==> src/rtl/switch_arb_pkg.sv <==
// Shared types and helpers for the switch input arbiter.
package switch_arb_pkg;

  typedef enum logic {
    IDLE  = 1'b0,
    BURST = 1'b1
  } state_t;

  localparam int STATS_CNT_W = 16;

  // Index width that stays at least one bit for degenerate sizes.
  function automatic int idx_w(input int n);
    return (n > 1) ? $clog2(n) : 1;
  endfunction

endpackage

==> src/rtl/switch_arbiter_rr_pick.sv <==
// Combinational round-robin picker: first asserted request after last_ptr, with wrap.
module rr_pick
  import switch_arb_pkg::*;
#(
  parameter int NUM_REQ = 4
) (
  input  logic [NUM_REQ-1:0]          req,
  input  logic [idx_w(NUM_REQ)-1:0]   last_ptr,
  output logic                        found,
  output logic [idx_w(NUM_REQ)-1:0]   idx
);

  localparam int IW = idx_w(NUM_REQ);

  always_comb begin
    int cand;
    logic [IW-1:0] c;
    found = 1'b0;
    idx   = '0;
    cand  = 0;
    c     = '0;
    for (int k = 1; k <= NUM_REQ; k++) begin
      cand = (int'(last_ptr) + k) % NUM_REQ;
      c    = IW'(cand);
      if (!found && req[c]) begin
        found = 1'b1;
        idx   = c;
      end
    end
  end

endmodule

==> src/rtl/switch_arbiter.sv <==
// Round-robin, burst-locked arbiter feeding the address-split switch input.
// Optional per-requester transfer counters when SWITCH_ARB_STATS_EN is defined.
module switch_arbiter
  import switch_arb_pkg::*;
#(
  parameter int NUM_REQ    = 4,
  parameter int ADDR_WIDTH = 8,
  parameter int DATA_WIDTH = 16,
  parameter int MAX_BURST  = 4
) (
  input  logic                           clk,
  input  logic                           rstn,
  input  logic                           en,
  input  logic [NUM_REQ-1:0]             req_vld,
  input  logic [NUM_REQ*ADDR_WIDTH-1:0]  req_addr,
  input  logic [NUM_REQ*DATA_WIDTH-1:0]  req_data,
  output logic [NUM_REQ-1:0]             req_rdy,
  output logic                           out_vld,
  output logic [ADDR_WIDTH-1:0]          out_addr,
  output logic [DATA_WIDTH-1:0]          out_data,
  output logic [idx_w(NUM_REQ)-1:0]      gnt_id,
  output logic                           busy
`ifdef SWITCH_ARB_STATS_EN
  ,
  input  logic                           stats_clr,
  output logic [NUM_REQ*STATS_CNT_W-1:0] grant_cnt
`endif
);

  localparam int IW = idx_w(NUM_REQ);
  localparam int BW = idx_w(MAX_BURST);
  localparam logic [BW-1:0] LAST_BEAT = BW'(MAX_BURST - 1);
  localparam logic [IW-1:0] LAST_REQ  = IW'(NUM_REQ - 1);

  state_t                  state, state_n;
  logic [IW-1:0]           last_ptr, last_ptr_n;
  logic [IW-1:0]           gnt_n;
  logic [BW-1:0]           beat_cnt, beat_n;
  logic                    found;
  logic [IW-1:0]           pick;
  logic                    owner_vld;
  logic [ADDR_WIDTH-1:0]   owner_addr;
  logic [DATA_WIDTH-1:0]   owner_data;
  logic                    xfer;

  logic                    vld_p1;
  logic [ADDR_WIDTH-1:0]   addr_p1;
  logic [DATA_WIDTH-1:0]   data_p1;

  rr_pick #(
    .NUM_REQ (NUM_REQ)
  ) u_pick (
    .req      (req_vld),
    .last_ptr (last_ptr),
    .found    (found),
    .idx      (pick)
  );

  always_comb begin
    owner_vld  = 1'b0;
    owner_addr = '0;
    owner_data = '0;
    for (int i = 0; i < NUM_REQ; i++) begin
      if (gnt_id == IW'(i)) begin
        owner_vld  = req_vld[i];
        owner_addr = req_addr[i*ADDR_WIDTH +: ADDR_WIDTH];
        owner_data = req_data[i*DATA_WIDTH +: DATA_WIDTH];
      end
    end
  end

  assign busy = (state == BURST);
  assign xfer = busy && en && owner_vld;

  always_comb begin
    req_rdy = '0;
    if (busy && en) req_rdy[gnt_id] = 1'b1;
  end

  // A paused burst (en low) keeps its grant and beat count even if the owner drops valid.
  always_comb begin
    state_n    = state;
    last_ptr_n = last_ptr;
    gnt_n      = gnt_id;
    beat_n     = beat_cnt;
    case (state)
      IDLE: begin
        if (en && found) begin
          state_n = BURST;
          gnt_n   = pick;
          beat_n  = '0;
        end
      end
      BURST: begin
        if (en) begin
          if (owner_vld && beat_cnt != LAST_BEAT) begin
            beat_n = beat_cnt + BW'(1);
          end else begin
            last_ptr_n = gnt_id;
            beat_n     = '0;
            state_n    = IDLE;
          end
        end
      end
      default: state_n = IDLE;
    endcase
  end

  always_ff @(posedge clk) begin
    if (!rstn) begin
      state    <= IDLE;
      last_ptr <= LAST_REQ;
      gnt_id   <= '0;
      beat_cnt <= '0;
    end else begin
      state    <= state_n;
      last_ptr <= last_ptr_n;
      gnt_id   <= gnt_n;
      beat_cnt <= beat_n;
    end
  end

  // Stage p1: registered beat presented to the switch one cycle after the handshake.
  always_ff @(posedge clk) begin
    if (!rstn) begin
      vld_p1  <= 1'b0;
      addr_p1 <= '0;
      data_p1 <= '0;
    end else begin
      vld_p1 <= xfer;
      if (xfer) begin
        addr_p1 <= owner_addr;
        data_p1 <= owner_data;
      end
    end
  end

  assign out_vld  = vld_p1;
  assign out_addr = addr_p1;
  assign out_data = data_p1;

`ifdef SWITCH_ARB_STATS_EN
  logic [STATS_CNT_W-1:0] cnt [NUM_REQ];

  // Clear takes priority over a coincident transfer; counters stick at all-ones.
  always_ff @(posedge clk) begin
    for (int i = 0; i < NUM_REQ; i++) begin
      if (!rstn || stats_clr) begin
        cnt[i] <= '0;
      end else if (xfer && gnt_id == IW'(i) && cnt[i] != '1) begin
        cnt[i] <= cnt[i] + STATS_CNT_W'(1);
      end
    end
  end

  always_comb begin
    grant_cnt = '0;
    for (int i = 0; i < NUM_REQ; i++) begin
      grant_cnt[i*STATS_CNT_W +: STATS_CNT_W] = cnt[i];
    end
  end
`endif

endmodule
==> config.mk <==
export PLATFORM = sky130hd
export DESIGN_NAME = switch_arbiter
export DESIGN_NICKNAME = d
export VERILOG_FILES = /design/src/rtl/switch_arb_pkg.sv /design/src/rtl/switch_arbiter_rr_pick.sv /design/src/rtl/switch_arbiter.sv
export SDC_FILE = /design/constraint.sdc
export NUM_CORES = 1
export LEC_CHECK = 0
export CAP_MARGIN = 20
export CELL_PAD_IN_SITES_DETAIL_PLACEMENT = 0
export CELL_PAD_IN_SITES_GLOBAL_PLACEMENT = 2
export CORE_MARGIN = 1.5
export CORE_UTILIZATION = 20
export CTS_BUF_LIST = sky130_fd_sc_hd__clkbuf_16
export DETAILED_ROUTE_END_ITERATION = 8
export PLACE_DENSITY_LB_ADDON = 0.25
export SLEW_MARGIN = 20
export SYNTH_ARGS = -nofsm -noshare
export SYNTH_HDL_FRONTEND = slang
export SYNTH_SLANG_ARGS = --single-unit
==> constraint.sdc <==
create_clock -name clk -period 3.05 [get_ports clk]
set_clock_uncertainty 0.05 [all_clocks]
set_input_delay 0.305 -clock clk [delete_from_list [all_inputs] [get_ports clk]]
set_output_delay 0.305 -clock clk [all_outputs]
set_load 0.01 [all_outputs]
== Yosys cells after proc, flatten, opt, wreduce, memory -nomap -nowiden ==
Index checks and enable logic that the tools add are counted.

* Add/sub/neg operators: 5
* Reduce and logical (&&, ||, !) cells: 15
* Multiply operators: 0
* Multiplexer cells: 39
* Order comparisons: 6
* Shifts and indexed selects: 0
* Div/mod/pow operators: 0
* Equal/unequal tests: 6
* Bitwise operators: 2

{| class="wikitable"
|+ Operators by type and width
! cell !! count
|-
| $mux W16 || 4
|-
| $mux W8 || 4
|-
| $mux W1 || 16
|-
| $lt A2 B3 Y1 const B || 5
|-
| $mux W2 || 7
|-
| $bmux W1 S2 || 4
|-
| $logic_and A1 B1 Y1 || 8
|-
| $add A2 B1 Y2 const B || 3
|-
| $ne A2 B2 Y1 const B || 3
|-
| $add A2 B2 Y2 const B || 2
|-
| $eq A2 B2 Y1 const B || 2
|-
| $mux W4 || 1
|-
| $pmux W2 S2 || 1
|-
| $reduce_and A2 Y1 || 2
|-
| $logic_not A1 Y1 || 3
|-
| $reduce_and A3 Y1 || 1
|-
| $demux W1 S2 || 1
|-
| $eq A2 B1 Y1 const B || 1
|-
| $ge A2 B1 Y1 const B || 1
|-
| $logic_not A2 Y1 || 1
|-
| $not A1 Y1 || 2
|-
| $pmux W1 S2 || 1
|}

* Word-level logic and storage cells: 80
* Latch bits: 0
* Output and inout port bits: 32
* Register bits: 32
* Memory bits (writable): 0
* Memories: 0
* Bits in read-only memories: 0

== Logic depth before layout (Yosys ltp) ==
* Depth in word-level cells: 16
* Gate-level depth with buffers: 7
* Gate-level depth less buffers: 5

== Modules after synthesis ==
From an unflattened synthesis, not the netlist that was laid out.

* Cells, all modules: 166
* Area, all modules: 2003.2 um^2

{| class="wikitable"
|+ By module, submodules not included
! module !! area each (um^2) !! times used !! cells an instance !! sequential area each (um^2)
|-
| switch_arbiter || 1911.8 || 1 || 152 || 640.6
|-
| rr_pick || 91.3 || 1 || 14 || 0.0
|}

== Worst setup path before layout ==
No wires, ideal clock.

* Path type: register to register
* Start point: register gnt_id[0]
* End point: register addr_p1[7] (netlist: out_addr[7])
* Required time: 2.868 ns
* Path slack: 1.364 ns
* Clock period less this slack: 1.686 ns
* Cell stages (with the launch flop): 6
* Arrival time: 1.504 ns
* Path through: dfxtp_1 -> buf_4 -> buf_4 -> mux4_2 -> nand2_1 -> a21oi_1

* Cells in the longest elaborated chain, start to end: 6

{| class="wikitable"
|+ Ends and longest elaborated chain
! what !! RTL line !! source
|-
| start: declaration || switch_arbiter.sv:21 || <nowiki>output logic [idx_w(NUM_REQ)-1:0] gnt_id,</nowiki>
|-
| start signal: assignment || switch_arbiter.sv:118 || <nowiki>gnt_id <= gnt_n;</nowiki>
|-
| $logic_not A2 Y1 || switch_arbiter.sv:64 || <nowiki>if (gnt_id == IW'(i)) begin</nowiki>
|-
| $mux W1 (4 in a row) || switch_arbiter.sv:64 ||
|-
| $logic_and A1 B1 Y1 || switch_arbiter.sv:73 || <nowiki>assign xfer = busy && en && owner_vld;</nowiki>
|-
| end signal: assignment || switch_arbiter.sv:132 || <nowiki>addr_p1 <= owner_addr;</nowiki>
|-
| end: declaration || switch_arbiter.sv:47 || <nowiki>logic [ADDR_WIDTH-1:0] addr_p1;</nowiki>
|}

Several ways; a longest one is shown, not always the timed one.
A chain may end at the register's enable or synchronous reset.

== Worst setup path after layout ==
* Start point: register gnt_id[1]
* End point: output port req_rdy[2]

* Cells in the longest elaborated chain, start to end: 5

{| class="wikitable"
|+ Ends and longest elaborated chain
! what !! RTL line !! source
|-
| $lt A2 B3 Y1 (implied by the code) / $ge A2 B1 Y1 (equally long branches) || switch_arbiter.sv:77 || <nowiki>if (busy && en) req_rdy[gnt_id] = 1'b1;</nowiki>
|-
| $logic_and A1 B1 Y1 (implied by the code) || switch_arbiter.sv:77 ||
|-
| $mux W1 (implied by the code) || switch_arbiter.sv:77 ||
|-
| $demux W1 S2 * || switch_arbiter.sv:77 ||
|-
| $mux W4 * || switch_arbiter.sv:77 ||
|-
| end: declaration || switch_arbiter.sv:17 || <nowiki>output logic [NUM_REQ-1:0] req_rdy,</nowiki>
|}

Mark *: on every way between the ends. The rest lies on a longest branch, timed or not.

==> flow_metrics.env <==
export IMPL_status="complete, no violations"
export IMPL_synth_cell_types=30
export IMPL_maxSlewViolCount=0
export IMPL_placedCellCount=447
export IMPL_synthMuxAreaShare=0.321
export IMPL_power_density_mw_per_mm2=365
export IMPL_swShare=0.240
export IMPL_io_pins=135
export IMPL_cts_tree="done"
export IMPL_post_cts_buffers=0
export IMPL_synth_xor_area_frac=0
export IMPL_whs_ps=403
export IMPL_worst_slew_pin_slew_ps=662
export IMPL_max_clock_path_buffers=2
export IMPL_path_max_fanout=32
export IMPL_synth_avg_cell_area_sq_um=9.70
export IMPL_clock_sinks=32
export IMPL_globalRouteOverflowTotal=0
export IMPL_cts_buffers=5
export IMPL_max_freq_mhz=446
export IMPL_drive_gt1_frac=0.117
export IMPL_yosysSeqAreaShare=0.335
export IMPL_die_y_um=101
export IMPL_p_comb_frac=0.278
export IMPL_worstSetupEndpointType="primary output"
export IMPL_floorplan_initialDensity=0.207
export IMPL_multi_input_area_sq_mm=0.00116
export IMPL_clk_pin_slew_ps=50
export IMPL_period_minus_slack_ps=2240
export IMPL_place_area_sq_mm=0.00334
export IMPL_power_total_mw=1.27
export IMPL_regArea_sq_um=642
export IMPL_core_sq_mm=0.00924
export IMPL_synthSimpleGateAreaFrac=0.158
export IMPL_synth_top_family_by_area="multiplexers"
export IMPL_p_leak_nw=1.19
export IMPL_hp_class="reg2reg"
export IMPL_synth_top_area_frac=0.335
export IMPL_fillers=953
export IMPL_synth_compound_area_frac=0.120
export IMPL_vias=1959
export IMPL_layout_common_cells="clkdlybuf4s50_1, nand2_1, dfxtp_1"
export IMPL_area_growth_pct=82.1
export IMPL_setup_violations=0
export IMPL_critPathSlowestCell="clkdlybuf4s50_1"
export IMPL_netlist_top_cells_area="dfxtp_1, mux4_2, nand2_1"
export IMPL_rows=35
export IMPL_grt_pass1_wl_um=10200
export IMPL_synth_top_area_cell="dfxtp_1"
export IMPL_avgRoutedWirePerCell_um=14.2
export IMPL_pwr_share_seq=0.360
export IMPL_clk_latency_ps=270
export IMPL_die_area_sq_mm=0.0102
export IMPL_setup_tns_ps=0
export IMPL_intPower_mw=0.966
export IMPL_switchingPower_mw=0.306
export IMPL_grt_pass1_vias=2042
export IMPL_portBuffers=134
export IMPL_grt_max_degree=33
export IMPL_required_ps=2690
export IMPL_h_tree_depth=2
export IMPL_postCtsHoldBufs=0
export IMPL_cp_num_buf_inv=3
export IMPL_dp_slack_ps=401
export IMPL_critPathKind="reg2out"
export IMPL_mostFrequentLayoutCell="clkdlybuf4s50_1"
export IMPL_antenna_found_initial=0
export IMPL_syn_nets=301
export IMPL_cp_slowest_stage_delay_ps=560
export IMPL_die_x_um=101
export IMPL_critical_path_top_delay_family="buffers and inverters"
export IMPL_finalWirelength_um=6460
export IMPL_worstPathArrival_ps=1890
export IMPL_synth_cells=197
export IMPL_via_per_inst=4.31
export IMPL_synth_area_sq_mm=0.00191
export IMPL_layout_setup_ws_ps=807
export IMPL_synth_warnings=0
export IMPL_grt_usage=0.130
export IMPL_path_cells="buf_4 -> inv_1 -> nor3_1 -> clkdlybuf4s50_1"
export IMPL_grt_setup_unrepaired="false"
export IMPL_antenna_cells=0
export IMPL_first_pass_iters=4
export IMPL_cp_start_kind="flop"
export IMPL_clkPwrFrac=0.362
export IMPL_ys_ff_latch=32
export IMPL_final_area_sq_mm=0.00348
export IMPL_drv_cap=0
export IMPL_finalCritPeriodShare=0.736
export IMPL_drt_iter0_drc=43
export IMPL_drc_errors=0
export IMPL_slew_headroom=0.558
export IMPL_dp_hpwl_um=4860
export IMPL_cts_resized=0
export IMPL_postRouteAntennaNets=0
export IMPL_utilization=0.377
export IMPL_vdd_drop_max_uv=184
export IMPL_clockRootBuffer="clkbuf_16"
export IMPL_hold_violations=0
export IMPL_synthAdderAreaFrac=0.00654
export IMPL_fin_cells=454
export IMPL_place_congestion=0.751
export IMPL_layout_nets=429
## area by class of cell
class,count,share of cell area
clock buffer,5,0.0359
clock inverter,2,0.00252
inverter,6,0.00647
multi-input combinational,144,0.335
sequential,32,0.184
tap,129,0.0464
timing repair buffer,136,0.390
## power by group through the flow
stage,Sequential (mW),Clock [mW],Combinational (mW)
floorplan,0.464,0,0.165
global placement,0.467,0,0.359
detailed placement,0.468,0,0.358
CTS,0.459,0.476,0.360
global route,0.462,0.491,0.385
finish,0.458,0.461,0.353
## kinds of logic (layout without fill, tap and decap cells)
| family | Yosys count | in the layout |
|---|---|---|
| multiplexers | 30 | 30 |
| adder cells (fa/ha/maj) | 1 | 1 |
| AO/OA/AOI/OAI | 41 | 41 |
| AND/OR/NAND/NOR | 72 | 72 |
| flip-flops | 32 | 32 |
| buffers and inverters | 21 | 149 |
## layer usage
metal	up-vias	share of wire	GRT usage
met1	916	0.44	0.160
li1	973	-	-
met2	66	0.49	0.222
met3	4	0.066	0.0354
met4	0	0.0048	0.0390
met5	-	0	0
## synthesized netlist by cell type
| master | n |
|---|---|
| nand2_1 | 52 |
| dfxtp_1 | 32 |
| a21oi_1 | 28 |
| mux4_2 | 25 |
| nor2_1 | 8 |
| clkbuf_1 | 7 |
| buf_4 | 5 |
| inv_1 | 5 |
| mux2i_1 | 5 |
| o21ai_0 | 4 |
| nor3_1 | 3 |
| buf_6 | 2 |
| nand2b_1 | 2 |
| nand3_1 | 2 |
| o211ai_1 | 2 |
| a21boi_0 | 1 |
| a21o_1 | 1 |
| a22oi_1 | 1 |
| a31oi_1 | 1 |
| and3_1 | 1 |
| and3b_1 | 1 |
| buf_2 | 1 |
| ha_1 | 1 |
| inv_2 | 1 |
| nand3_2 | 1 |
| nor2b_1 | 1 |
| o221a_2 | 1 |
| o221ai_1 | 1 |
| o22ai_1 | 1 |
| or4_1 | 1 |
## path summary, 6_finish.rpt
kind / from / end / slack, ps / depth (start not counted)
setup reg to reg: gnt_id[0]$_SDFFE_PN0P_ / out_data[0]$_SDFFE_PN0P_ / 990 / 4
hold reg to reg: out_data[14]$_SDFFE_PN0P_ / out_data[14]$_SDFFE_PN0P_ / 400 / 2
hold / removal: out_data[14]$_SDFFE_PN0P_ / out_data[14]$_SDFFE_PN0P_ / 400 / 2
setup / recovery: gnt_id[1]$_SDFFE_PN0P_ / req_rdy[2] / 810 / 4
## worst reg2reg max path: stages, from the launching register on
cell,delay [ps]
dfxtp_2,630
mux4_2,610
nand3_2,420
nand2_1,130
a21oi_1,150
## sequential cells by signal, summed over array words and instances (netlist names)
| signal | cells |
|---|---|
| out_vld | 1 |
| busy | 1 |
| gnt_id | 2 |
| beat_cnt | 2 |
| out_addr | 8 |
| last_ptr | 2 |
| out_data | 16 |
(Power assumes the default switching activity.)
